File: config.mk
export PLATFORM = sky130hd
export DESIGN_NAME = addsub_arbiter
export DESIGN_NICKNAME = d
export VERILOG_FILES = /design/src/rtl/addsub_arbiter.sv
export SDC_FILE = /design/constraint.sdc
export NUM_CORES = 1
export LEC_CHECK = 0
export BUFFER_PORTS_ARGS = -buffer_cell sky130_fd_sc_hd__clkbuf_2
export CORE_ASPECT_RATIO = 0.75
export CORE_MARGIN = 2
export CORE_UTILIZATION = 27
export CTS_BUF_LIST = sky130_fd_sc_hd__clkbuf_16
export DETAILED_ROUTE_END_ITERATION = 6
export GPL_TIMING_DRIVEN = 0
export HOLD_SLACK_MARGIN = 0.06
export PLACE_DENSITY = 0.55
export SLEW_MARGIN = 20
export SYNTH_ARGS = -nofsm -noshare
export SYNTH_HDL_FRONTEND = slang
export SYNTH_SLANG_ARGS = --single-unit
File: constraint.sdc
create_clock -name clk -period 5.7 [get_ports clk]
set_clock_uncertainty 0.1 [all_clocks]
set_input_delay 0.57 -clock clk [delete_from_list [all_inputs] [get_ports clk]]
set_output_delay 0.57 -clock clk [all_outputs]
set_load 0.02 [all_outputs]
File: src/rtl/addsub_arbiter.sv
// Round-robin arbiter that shares one 4-bit sign/magnitude add/subtract datapath between NREQ requesters.
// Optional build macro ADDSUB_ARB_CNT_EN adds op_count/neg_count response counters.

module addsub (
    input  logic       m,
    input  logic [3:0] a,
    input  logic [3:0] b,
    output logic [4:0] yp
);

    // Add with carry out, or subtract returning sign/magnitude with no negative zero
    always_comb begin
        yp = 5'd0;
        if (!m) begin
            yp = {1'b0, a} + {1'b0, b};
        end else if (a >= b) begin
            yp = {1'b0, a - b};
        end else begin
            yp = {1'b1, b - a};
        end
    end

endmodule

module addsub_arbiter #(
    parameter int NREQ = 4,
    parameter int IDW  = 2
) (
    input  logic              clk,
    input  logic              rst,
    input  logic [NREQ-1:0]   req_valid,
    output logic [NREQ-1:0]   req_ready,
    input  logic [NREQ-1:0]   req_m,
    input  logic [4*NREQ-1:0] req_a,
    input  logic [4*NREQ-1:0] req_b,
    output logic              rsp_valid,
    input  logic              rsp_ready,
    output logic [IDW-1:0]    rsp_id,
    output logic [4:0]        rsp_y,
    output logic              busy
`ifdef ADDSUB_ARB_CNT_EN
    ,
    output logic [15:0]       op_count,
    output logic [15:0]       neg_count
`endif
);

    typedef enum logic [1:0] {
        IDLE = 2'd0,
        EXEC = 2'd1,
        RESP = 2'd2
    } state_t;

    localparam logic [NREQ-1:0] ONE_S   = NREQ'(1);
    localparam logic [IDW-1:0]  PTR_RST = IDW'(NREQ - 1);

    state_t          state_r;
    state_t          state_nx_s;
    logic            busy_r;
    logic [IDW-1:0]  ptr_r;
    logic [IDW-1:0]  id_r;
    logic            m_r;
    logic [3:0]      a_r;
    logic [3:0]      b_r;
    logic [IDW-1:0]  grant_id_s;
    logic            grant_found_s;
    logic            transfer_s;
    logic            hs_s;
    logic [4:0]      yp_s;
    logic            rsp_valid_r;
    logic [4:0]      rsp_y_r;
    logic [IDW-1:0]  rsp_id_r;
    int              idx_v;
    logic [NREQ-1:0] rot_v;

    addsub u_addsub (
        .m  (m_r),
        .a  (a_r),
        .b  (b_r),
        .yp (yp_s)
    );

    // First valid requester found searching upward from ptr+1 with wrap
    always_comb begin
        grant_found_s = 1'b0;
        grant_id_s    = '0;
        idx_v         = 0;
        rot_v         = '0;
        for (int k = 1; k <= NREQ; k++) begin
            idx_v         = int'(ptr_r) + k;
            idx_v         = (idx_v >= NREQ) ? (idx_v - NREQ) : idx_v;
            rot_v         = req_valid >> idx_v;
            grant_id_s    = (!grant_found_s && rot_v[0]) ? IDW'(idx_v) : grant_id_s;
            grant_found_s = grant_found_s | rot_v[0];
        end
    end

    assign transfer_s = (state_r == IDLE) && grant_found_s;
    assign hs_s       = rsp_valid_r && rsp_ready;

    // Ready is offered to the grantee only while idle and out of reset
    always_comb begin
        req_ready = '0;
        if ((state_r == IDLE) && !rst && grant_found_s) begin
            req_ready = ONE_S << grant_id_s;
        end else begin
            req_ready = '0;
        end
    end

    // Next-state decode
    always_comb begin
        state_nx_s = state_r;
        case (state_r)
            IDLE:    state_nx_s = transfer_s ? EXEC : IDLE;
            EXEC:    state_nx_s = RESP;
            RESP:    state_nx_s = hs_s ? IDLE : RESP;
            default: state_nx_s = IDLE;
        endcase
    end

    // State register with busy registered from the next state
    always_ff @(posedge clk or posedge rst) begin
        if (rst) begin
            state_r <= IDLE;
            busy_r  <= 1'b0;
        end else begin
            state_r <= state_nx_s;
            busy_r  <= (state_nx_s != IDLE);
        end
    end

    // Operand capture and pointer update at the transfer edge only
    always_ff @(posedge clk or posedge rst) begin
        if (rst) begin
            ptr_r <= PTR_RST;
            id_r  <= '0;
            m_r   <= 1'b0;
            a_r   <= 4'd0;
            b_r   <= 4'd0;
        end else if (transfer_s) begin
            ptr_r <= grant_id_s;
            id_r  <= grant_id_s;
            m_r   <= req_m[grant_id_s];
            a_r   <= req_a[{grant_id_s, 2'b00} +: 4];
            b_r   <= req_b[{grant_id_s, 2'b00} +: 4];
        end
    end

    // Response capture in EXEC, held through RESP until the consumer accepts
    always_ff @(posedge clk or posedge rst) begin
        if (rst) begin
            rsp_valid_r <= 1'b0;
            rsp_y_r     <= 5'd0;
            rsp_id_r    <= '0;
        end else begin
            case (state_r)
                EXEC: begin
                    rsp_valid_r <= 1'b1;
                    rsp_y_r     <= yp_s;
                    rsp_id_r    <= id_r;
                end
                RESP: begin
                    if (hs_s) begin
                        rsp_valid_r <= 1'b0;
                    end
                end
                default: begin
                    rsp_valid_r <= 1'b0;
                end
            endcase
        end
    end

    assign rsp_valid = rsp_valid_r;
    assign rsp_y     = rsp_y_r;
    assign rsp_id    = rsp_id_r;
    assign busy      = busy_r;

`ifdef ADDSUB_ARB_CNT_EN
    logic [15:0] op_cnt_r;
    logic [15:0] neg_cnt_r;

    // Free-running wrap-around counters of accepted responses and negative results
    always_ff @(posedge clk or posedge rst) begin
        if (rst) begin
            op_cnt_r  <= 16'd0;
            neg_cnt_r <= 16'd0;
        end else if (hs_s) begin
            op_cnt_r  <= op_cnt_r + 16'd1;
            neg_cnt_r <= neg_cnt_r + {15'd0, rsp_y_r[4]};
        end
    end

    assign op_count  = op_cnt_r;
    assign neg_count = neg_cnt_r;
`endif

endmodule

**Word-level counts from Yosys, hierarchy flattened**

Index checks and enable logic that the tools add are counted.

- Register bits: 24
- Input bits: 43
- Output and inout bits: 13
- Logic and storage cells: 71

- Add/sub/neg operators: 11
- Magnitude comparators: 6
- Eq/ne operators: 3
- Shifts and indexed selects: 7
- Mux-type cells: 18
- Bitwise logic cells: 3
- Reduce and logical (&&, ||, !) cells: 13

Operators by type and width:

| kind | count |
|---|---|
| $mux 32 | 4 |
| $shr 4x32->1 | 4 |
| $shiftx 16x5->4 | 2 |
| $sub 3x3->4 const B | 3 |
| $mux 2 | 5 |
| $mux 5 | 2 |
| $ge 3x3->1 const B | 3 |
| $sub 4x4->4 | 2 |
| $logic_and 1x1->1 | 7 |
| $add 2x2->3 const B | 2 |
| $pmux 2 s3 | 1 |
| $add 4x4->5 | 1 |
| $sub 4x3->5 const B | 1 |
| $add 2x3->4 const B | 1 |
| $ge 4x3->1 const B | 1 |
| $ge 4x4->1 | 1 |
| $logic_not 1->1 | 4 |
| $mux 4 | 1 |
| $shl 1x2->4 const A | 1 |
| $add 2x1->3 const B | 1 |
| $lt 2x3->1 const B | 1 |
| $mux 1 | 3 |
| $or 1x1->1 | 3 |
| $bmux 1 s2 | 1 |
| other kinds (6) | 6 |

**Depth between registers and ports, before layout**

Gate-level depths: netlist of the first run.

- Depth in word-level cells: 11
- Depth in mapped cells: 13

**Cells and area by module**

A second synthesis of the first run with hierarchy kept.

- Cells, all modules: 246
- Area total of the unflattened synthesis: 2433.6 um^2

By module, submodules not included:

| module | times used | cells each | area each (um^2) |
|---|---|---|---|
| addsub_arbiter | 1 | 188 | 1975.6 |
| addsub | 1 | 58 | 457.9 |

**Worst setup path after synthesis of the first run**

No wires, ideal clock.

- Path kind: reg-to-output
- Start point: register ptr_r[0]
- End point: output req_ready[1]
- Arrival: 3.224 ns
- Setup slack: 1.806 ns
- Cell stages (with the launch flop): 12
- Buffers on the path: 4
- Cells stage by stage: dfstp_2 > buf_2 > buf_6 > inv_1 > clkbuf_1 > ha_1 > mux4_2 > o2bb2ai_2 > a211oi_4 > mux2i_4 > buf_6 > nor2_1

- Longest elaborated chain between the ends: 11
- Elaborated cells between the ends (all ways): 36

Ends and longest elaborated chain:

| item | RTL line | RTL |
|---|---|---|
| from (decl) | 60 | `logic [IDW-1:0] ptr_r;` |
| from (signal assigned) | 142 | `ptr_r <= grant_id_s;` |
| $add 2x1->3 / $add 2x2->3 (equally long branches) | 90 | `idx_v = int'(ptr_r) + k;` |
| $sub 3x3->4 / $ge 3x3->1 (equally long branches) | 91 | `idx_v = (idx_v >= NREQ) ? (idx_v - NREQ) : idx_v;` |
| $mux 32 | 91 |  |
| $shr 4x32->1 | 92 | `rot_v = req_valid >> idx_v;` |
| $logic_not 1->1 / $or 1x1->1 (equally long branches) | 93, 94 |  |
| $logic_and 1x1->1 (tied with other cells) | 93 | `grant_id_s = (!grant_found_s && rot_v[0]) ? IDW'(idx_v) : grant_id_s;` |
| $mux 2 (tied with other cells) | 93 |  |
| $mux 2 / $logic_and 1x1->1 (equally long branches) | 93 |  |
| $mux 2 | 93 |  |
| $shl 1x2->4 | 105 | `req_ready = ONE_S << grant_id_s;` |
| $mux 4 (*) | 104 | `if ((state_r == IDLE) && !rst && grant_found_s) begin` |
| to (decl) | 32 | `output logic [NREQ-1:0] req_ready,` |

Mark *: on every way between the ends. The rest lies on a longest branch, timed or not.

**Final worst setup path of the first run**

- Start point: register ptr_r[0]
- End point: output req_ready[2]

The elaborated chain is that of the path after synthesis.

==> results of run 1 <==
worst max path at each step:
stage,endpoint,startpoint,cells after the start,slack (ns)
final,req_ready[2],ptr_r[0],14,0.97
after global routing,req_ready[0],ptr_r[0],14,0.65
after CTS,req_ready[0],ptr_r[0],14,0.96
after detailed placement,req_ready[0],ptr_r[0],14,1.25
after global placement,req_ready[2],ptr_r[0],14,1.27
after floorplan,req_ready[1],ptr_r[0],11,1.81
logic make-up (layout without fill, tap and decap cells):
logic type,after synthesis,in the layout,share of synthesized area
multiplexers,26,26,0.1478
AND/OR/NAND/NOR,76,76,0.1556
adder cells (fa/ha/maj),19,19,0.1152
AO/OA/AOI/OAI,73,73,0.2475
flip-flops,24,24,0.2669
buffers and inverters,30,89,0.05924
XOR/XNOR,2,2,0.007753
flip-flops by register name, indices dropped and copies added (netlist names):
register   flops
rsp_valid      1
busy           1
id_r           2
rsp_y          5
a_r            4
rsp_id         2
m_r            1
b_r            4
state_r        2
ptr_r          2
final cells by class:
cell class              instances  area, sq um
plain buffers                  12        66.31
multi-input cells             196         1523
flip-flops and latches         24        603.1
clock inverters                 1        3.754
repair buffers                 55        275.3
clock buffers                   3        75.07
fillers                       845         5243
well taps                     105        131.4
inverters                      18        67.56
critical path, delay by kind of cell, from the launching register on:
kind,cells,cell delay [ns]
flip-flops,1,0.57
adder cells (fa/ha/maj),1,0.49
multiplexers,1,0.58
AO/OA/AOI/OAI,1,0.33
AND/OR/NAND/NOR,5,0.57
buffers and inverters,6,1.25
metrics by stage:
step / cells / hold slack (ns) / worst slack [ns] / util / cell area, sq um
final: 414 / 0.3817 / 0.9677 / 0.3437 / 2745
after global routing: 414 / 0.4112 / 0.6478 / 0.3437 / 2745
after CTS: 414 / 0.3876 / 0.9648 / 0.3437 / 2745
after detailed placement: 410 / 0.3735 / 1.252 / 0.3338 / 2666
after global placement: 410 / 0.3626 / 1.269 / 0.3338 / 2666
after floorplan: 250 / 0.3458 / 1.806 / - / 2260
routing by layer:
| metal | global-route usage | share of wire | routed length, um | vias up |
|---|---|---|---|---|
| met3 | 0.02276 | 0.061 | 376 | 2 |
| met2 | 0.2048 | 0.43 | 2669 | 71 |
| met1 | 0.2158 | 0.51 | 3140 | 1029 |
| met4 | 0.005754 | 0.0011 | 7 | 0 |
| met5 | 0 | 0 | 0 | - |
| li1 | - | - | - | 1060 |
synthesized netlist by cell type, drive strengths merged, types with 2 or more instances:
cell    instances  share of area
nand2          16          0.027
a32o            2         0.0089
nor3            7          0.016
xnor2           2         0.0078
a21oi          15          0.033
nor2           27          0.045
a221o           6          0.027
a21o            2         0.0066
o221ai          8          0.031
or3             7          0.019
or2             3         0.0083
a31oi           2         0.0055
buf             7          0.021
mux4            4          0.040
o211ai          7          0.025
inv            18          0.030
fa              3          0.027
mux2            9          0.045
ha             16          0.089
nor2b           3         0.0083
nand2b          3         0.0083
o31ai           7          0.025
a41o            2         0.0089
mux2i          13          0.063
dfstp           2          0.023
clkbuf          5         0.0083
o21ai          10          0.024
dfrtp          22           0.24
nand3           7          0.016
==> reports/qor.txt, run 1 <==
Clock sinks = 24
Hold Buf Count CTS = 0
Initial antenna violation count = 0
CTS tree = built
Setup crit end kind = output pin
Number of synthesized flops with an enable pin = 0
Die Y = 83.23 um
Post-DRT Antenna Nets = 0
Critical path cell sequence = buf_2 -> buf_6 -> inv_1 -> clkbuf_1 -> ha_1 -> mux4_2 -> nand2_1 -> nand4_1 -> o21ai_2 -> buf_2 -> nor2_1 -> nand2_1 -> nor2_1 -> clkbuf_2
Layout cells sized above 1 = 0.2913
Post-CTS Setup Bufs = 0
Count of final hold-check violations = 0
Buffers on Ports = 55
Max Freq = 0.2113 GHz
Initial Utilization = 0.2829
YS warnings = 0
Status = complete, no violations
Post-synthesis sequential area ratio = 0.2669
DR WL/cell = 14.96 um
Via count = 2162
Synth Instances = 250
Fin Setup TNS = 0 ns
Initial DRC Count = 163
First-pass GRT wire length = 10.21 mm
Io pins = 56
Commonest non-fill, non-tap cell in the layout = clkbuf_2
WL final = 6.194 mm
Hold Path Origin = rsp_y[4]
Distinct cells, synth = 49
CP max FO = 11
Pre-Repair DR Iteration Count = 4
Worst path max stage delay = 0.58 ns
Worst-Skew Late Latency = 0.25 ns
Core Area = 7988 sq um
Most frequent cells in the layout = clkbuf_2, nor2_1, dfrtp_1
Worst-Margin Slew = 0.9341 ns
Worst hold path type = register to register
Total CTS buffers = 3
Routed vias/inst = 5.222
Layout Nets = 372
Final Setup Violations = 0
Crit path DAT = 4.06 ns
Die Wd = 109.6 um
Reg-to-Reg Start = ptr_r[0]
Global-route usage over all layers = 0.1374
Final Wtd Congestion = 0.8751
Dpl hpwl = 5.023 mm
Die Footprint = 9124 sq um
Worst EP required = 5.03 ns
Diode count = 0
Hold path depth = 2
Slowest-stage cell, CP = mux4_2
Worst Hold Path EP = rsp_y[4]
GRT Residual Overflow = 0
Area grow syn2layout = 21.48%
CTS clk-pin slew, worst paths = 0.06 ns
Max-slew violations = 0
Count of state elements after synthesis = 24
Mean Syn Cell Area = 9.039 sq um
Fraction of the cycle the final worst path needs = 0.8302
Number of global-route vias before repair = 2067
Crit start category = register
FF-to-FF setup slack = 1.56 ns
RSZ-0062 raised after global routing = no
Max H-tree Level = 1
Max-Cap Viols = 0
R2R Path End = a_r[3]
Worst slew margin = 0.3766
Primary FF master, synth = dfrtp_1
Post_cts resized = 0
Clk buf depth = 2
Root Driver = clkbuf_16
Worst r2r path cells = 13
Net count after synthesis = 312
Site row count = 28
CP Class = register to output pin
Minimum clock period = 4.732 ns
Cell area after synthesis = 2260 sq um
Fraction of registers with async set or reset after synthesis = 1.000
# DRC = 0
Largest net degree at the start of global routing = 25
Power of run 1 is not shown: default switching activity piles up to over one toggle a cycle in this logic, so the estimate is an artifact.
==> inputs of run 2 (changes only) <==
Clock period 5.7 ns to 4.8 ns, I/O delays scaled along.
==> run 2 against run 1 <==
Compared with the run above: via count about the same; register-to-register slack worse by 0.80 ns; worst setup slack got worse by 0.67 ns; count of clock-buffer cells in the layout is the same; critical path depth did not move; core utilization is 0.34 points higher; first-iteration DRC count is 13% higher; global-route usage did not move; die area is the same; highest routed layer unchanged; final cell count rose by 0.24%; design area up 1.0%; critical path type unchanged; non-clock buffer count grew 1.
==> reports/qor.txt, run 2 (synthesis gave the netlist of run 1 again) <==
Highest metal used = met4
Global-route usage over all layers = 0.1374
CTS tree = built
Status = complete, no violations
Worst-Skew Late Latency = 0.25 ns
Die Y = 83.23 um
Minimum clock period = 4.502 ns
R2R Path End = a_r[3]
Pre-Repair DR Iteration Count = 5
RSZ-0062 raised after global routing = no
# DRC = 0
Via count = 2160
Layout cells sized above 1 = 0.3000
Fraction of the cycle the final worst path needs = 0.9379
Total CTS buffers = 3
Clk buf depth = 2
Routed vias/inst = 5.205
FF-to-FF setup slack = 0.76 ns
Buffers on Ports = 55
Area grow syn2layout = 22.70%
Worst hold path type = input port to asynchronous set/reset pin
Die Wd = 109.6 um
Max FFs per register = 5
Place WS = 0.4421 ns
Slowest-stage cell, CP = dfstp_2
DR WL/cell = 14.95 um
Initial antenna violation count = 0
CP Class = register to output pin
Critical path cell sequence = buf_2 -> buf_6 -> inv_1 -> clkbuf_2 -> ha_2 -> mux4_2 -> nand2_1 -> nand4_1 -> o21ai_4 -> buf_2 -> nor2_1 -> nand2_1 -> nor2_1 -> clkbuf_2
Crit path DAT = 3.92 ns
Number of global-route vias before repair = 2067
Met1 wire length = 3.146 mm
Metal2 WL = 2.679 mm
Final Setup Violations = 0
Crit start category = register
Initial DRC Count = 184
Clock sinks = 24
Commonest non-fill, non-tap cell in the layout = clkbuf_2
Root Driver = clkbuf_16
Core Area = 7988 sq um
Diode count = 0
Max-Cap Viols = 0
PnR worst setup slack = 0.2981 ns
GRT Residual Overflow = 0
Reg-to-Reg Start = ptr_r[0]
Cell family with most CP delay = buffers and inverters
CP max FO = 11
First-pass GRT wire length = 10.21 mm
Io pins = 56
Initial Utilization = 0.2829
Worst path buffer plus inverter count = 6
Max-slew violations = 0
Largest net degree at the start of global routing = 25
Max Freq = 0.2221 GHz
Dpl hpwl = 5.023 mm
Final Wtd Congestion = 0.8751
Layout Nets = 373
Site row count = 28
Most frequent cells in the layout = clkbuf_2, nor2_1, dfrtp_1
WL final = 6.205 mm
Count of final hold-check violations = 0
Setup crit end kind = output pin
Met3 WL post-DR = 371 um
Max H-tree Level = 1
Worst r2r path cells = 13
Fin Setup TNS = 0 ns
CTS clk-pin slew, worst paths = 0.06 ns
Worst slew margin = 0.3854
Worst EP required = 4.22 ns
Die Footprint = 9124 sq um
Worst path max stage delay = 0.57 ns
Worst-Margin Slew = 0.9209 ns
Post-DRT Antenna Nets = 0
==> run 2: cell types whose count changed in the layout (fill, tap and decap cells not counted), sizes merged <==
cell and delta:
buf +1
==> run 2: layer usage <==
layer / vias up / track usage
li1: 1057 / -
met3: 2 / 0.02276
met1: 1030 / 0.2158
met4: 0 / 0.005754
met5: - / 0
met2: 71 / 0.2048
==> run 2: how the worst max path moves through the flow <==
stage | start | to | slack, ns | cells past startpoint
after floorplan | ptr_r[0] | req_ready[1] | 1.0 | 11
after global placement | ptr_r[0] | req_ready[2] | 0.46 | 14
after detailed placement | ptr_r[0] | req_ready[0] | 0.44 | 14
after CTS | ptr_r[0] | req_ready[0] | 0.15 | 14
after global routing | ptr_r[0] | req_ready[0] | 0.08 | 14
final | ptr_r[0] | req_ready[2] | 0.30 | 14
==> run 2: stage by stage <==
| step | instances | hold slack (ns) | instance area [sq um] | util |
|---|---|---|---|---|
| 6_report | 415 | 0.3222 | 2773 | 0.3471 |
| 5_1_grt | 415 | 0.4112 | 2773 | 0.3471 |
| 4_1_cts | 414 | 0.3624 | 2745 | 0.3437 |
| 3_5_place_dp | 410 | 0.3735 | 2666 | 0.3338 |
| 3_3_place_gp | 410 | 0.3626 | 2666 | 0.3338 |
| 2_1_floorplan | 250 | 0.3458 | 2260 | - |
==> run 2: final cells by class <==
class | count | area, sq um
Fill cell | 844 | 5215
Multi-Input combinational cell | 196 | 1541
Sequential cell | 24 | 603.1
Timing Repair Buffer | 56 | 282.8
Tap cell | 105 | 131.4
Clock buffer | 3 | 75.07
Buffer | 12 | 67.56
Inverter | 18 | 67.56
Clock inverter | 1 | 3.754
==> run 2: worst register-to-register path: cells and delay by family (launching register included) <==
family | cells | cell delay, ns
DFF | 1 | 0.57
buffers and inverters | 5 | 0.95
AOI/OAI and AO/OA | 3 | 0.88
and+or+nand+nor | 1 | 0.07
adders and majority gates | 1 | 0.44
muxes | 3 | 0.92
==> run 2: timing repair <==
item	in CTS	in global routing
resized for setup	0	5
buffers inserted	0	1
hold buffers	0	0
hold endpoints to repair	0	0
setup endpoints to repair	0	4
Power of run 2 is left out for the same reason.
==> inputs of run 3 (changes only) <==
Settings changed: CORE_UTILIZATION 27 to 55, PLACE_DENSITY 0.55 to 0.9, SYNTH_HIERARCHICAL from default to 1.
==> run 3 against run 2 <==
Compared with the run above: sequential share of layout area shrank 0.83 points; design area is 4.0% higher; maximum frequency up 17%; critical path depth fell by 2; via count fell by 4.5%; die area down 45%; core utilization rose by 35 points; first-iteration DRC count decreased by 12%; worst setup slack better by 0.65 ns; final cell count is 13% lower; flip-flop and latch count stayed put; critical path type unchanged; critical endpoint unchanged; largest cell class unchanged; highest routed layer unchanged.
==> reports/qor.txt, run 3 <==
Setup crit end kind = output pin
CTS clk-pin slew, worst paths = 0.06 ns
GRT Residual Overflow = 0
Final Setup Violations = 0
Clock sinks = 24
Reg-to-Reg Start = ptr_r[1]
R2R Path End = a_r[3]
Die Footprint = 4978 sq um
Post-CTS Setup Bufs = 0
Buffers on Ports = 55
Routed vias/inst = 5.731
Die Y = 61.61 um
Fraction of the cycle the final worst path needs = 0.8035
Die Wd = 80.81 um
Net count after synthesis = 309
Hold Buf Count CTS = 0
Cell area after synthesis = 2434 sq um
First-pass GRT wire length = 8.956 mm
Cell repeated most along the worst path = clkbuf_2
Post-synth top area share = 0.2262
Root Driver = clkbuf_16
Count of final hold-check violations = 0
Count of state elements after synthesis = 24
Status = complete, no violations
Final Wtd Congestion = 0.8678
Post-DRT Antenna Nets = 0
Layout cells sized above 1 = 0.3836
Worst-Skew Late Latency = 0.26 ns
Crit start category = register
Distinct cells, synth = 57
Top-count cell post-synth = nor2_1
Initial Utilization = 0.5858
FF+latch area = 603.1 sq um
Worst-Margin Slew = 0.9105 ns
Worst path buffer plus inverter count = 5
Worst EP required = 4.22 ns
Core Area = 4154 sq um
Worst slew margin = 0.3924
FF-to-FF setup slack = 1.46 ns
CP max FO = 10
Worst path max stage delay = 0.55 ns
Worst r2r path cells = 12
Initial DRC Count = 162
Footprint of the multi-input gates = 1589 sq um
Layout Nets = 369
Max-Cap Viols = 0
Max-slew violations = 0
Minimum clock period = 3.857 ns
Global-route usage over all layers = 0.2323
Fraction of registers with async set or reset after synthesis = 1.000
Number of global-route vias before repair = 2019
Area grow syn2layout = 18.46%
Clk buf depth = 2
# DRC = 0
Worst hold path type = input port to asynchronous set/reset pin
RSZ-0062 raised after global routing = no
WL final = 5.492 mm
Most frequent cells after synthesis = nor2_1, dfrtp_1, nand2_1
Fillers = 322
DR WL/cell = 15.26 um
Number of synthesized flops with an enable pin = 0
Diode count = 0
Most frequent cells in the layout = clkbuf_2, nor2_1, dfrtp_1
CTS tree = built
Max H-tree Level = 1
Mean Syn Cell Area = 9.893 sq um
Slowest-stage cell, CP = dfstp_2
Largest cells by area after synthesis = dfrtp_1, ha_1, mux2_4, mux2_2, mux2i_1
Site row count = 20
Max Freq = 0.2593 GHz
Leading area contributor after synthesis = dfrtp_1
Post_cts resized = 0
Fin Setup TNS = 0 ns
Via count = 2063
Initial antenna violation count = 0
Max FFs per register = 5
Dpl hpwl = 4.311 mm
Commonest non-fill, non-tap cell in the layout = clkbuf_2
Crit path DAT = 3.28 ns
Io pins = 56
Primary FF master, synth = dfrtp_1
Critical path cell sequence = clkbuf_2 -> inv_1 -> ha_1 -> buf_6 -> mux2_1 -> and3_4 -> nor3_2 -> a32o_2 -> a31oi_2 -> clkbuf_8 -> nor4_1 -> clkbuf_2
Synth Instances = 246
CP Class = register to output pin
Cell family with most CP delay = buffers and inverters
Largest net degree at the start of global routing = 26
Pre-Repair DR Iteration Count = 4
YS warnings = 6
Post-synthesis sequential area ratio = 0.2478
Total CTS buffers = 3
## run 3: changes by cell type in the layout (fill, tap and decap cells not counted), moves of 6 or more
cell      previous run  this run
o211ai_1             6         0
a31oi_1              2         9
mux2_4               0        10
a21oi_1             15         6
nor2b_1              3        11
a211o_1              0        10
nand3_1              7         0
a221o_1              6         0
nor3_1               7         0
o221ai_1             8         1
a211oi_1             0         9
or3_1                7         0
## run 3: how the worst max path moves through the flow
| stage | startpoint | endpoint | slack, ns | cells past startpoint |
|---|---|---|---|---|
| finish | ptr_r[1] | req_ready[2] | 0.94 | 12 |
| global route | ptr_r[0] | req_ready[2] | 0.76 | 11 |
| CTS | ptr_r[1] | req_ready[2] | 0.90 | 12 |
| detailed placement | ptr_r[1] | req_ready[2] | 1.20 | 11 |
| global placement | ptr_r[1] | req_ready[2] | 1.28 | 12 |
| floorplan | ptr_r[1] | req_ready[2] | 1.15 | 10 |
## run 3: routing by layer
layer,global-route usage,routed length (um)
met1,0.3073,2555
met2,0.4073,2579
met3,0.03226,276
met4,0.06295,81
met5,0,0
## run 3: final cells by class
class,count,area share
Inverter,20,0.02604
Multi-Input combinational cell,187,0.5512
Clock buffer,3,0.02604
Buffer,15,0.05773
Timing Repair Buffer,55,0.09549
Clock inverter,1,0.01042
Tap cell,55,0.02387
Sequential cell,24,0.2092
## run 3: metrics by stage
step,cells,setup slack [ns],utilization,hold WS (ns),instance area (sq um)
2_1_floorplan,246,1.151,-,0.3583,2434
3_3_place_gp,356,1.284,0.6687,0.3748,2778
3_5_place_dp,356,1.204,0.6687,0.3837,2778
4_1_cts,360,0.8998,0.6940,0.3443,2883
5_1_grt,360,0.7554,0.6940,0.4075,2883
6_report,360,0.9432,0.6940,0.3157,2883
## run 3: cells by family after synthesis
family,after synthesis,synth area share
muxes,35,0.1712
and+or+nand+nor,67,0.1378
AOI/OAI and AO/OA,63,0.2247
xor gates and xnor gates,2,0.007199
buffers and inverters,35,0.09922
DFF,24,0.2478
adders and majority gates,20,0.1121
Power of run 3 is left out for the same reason.
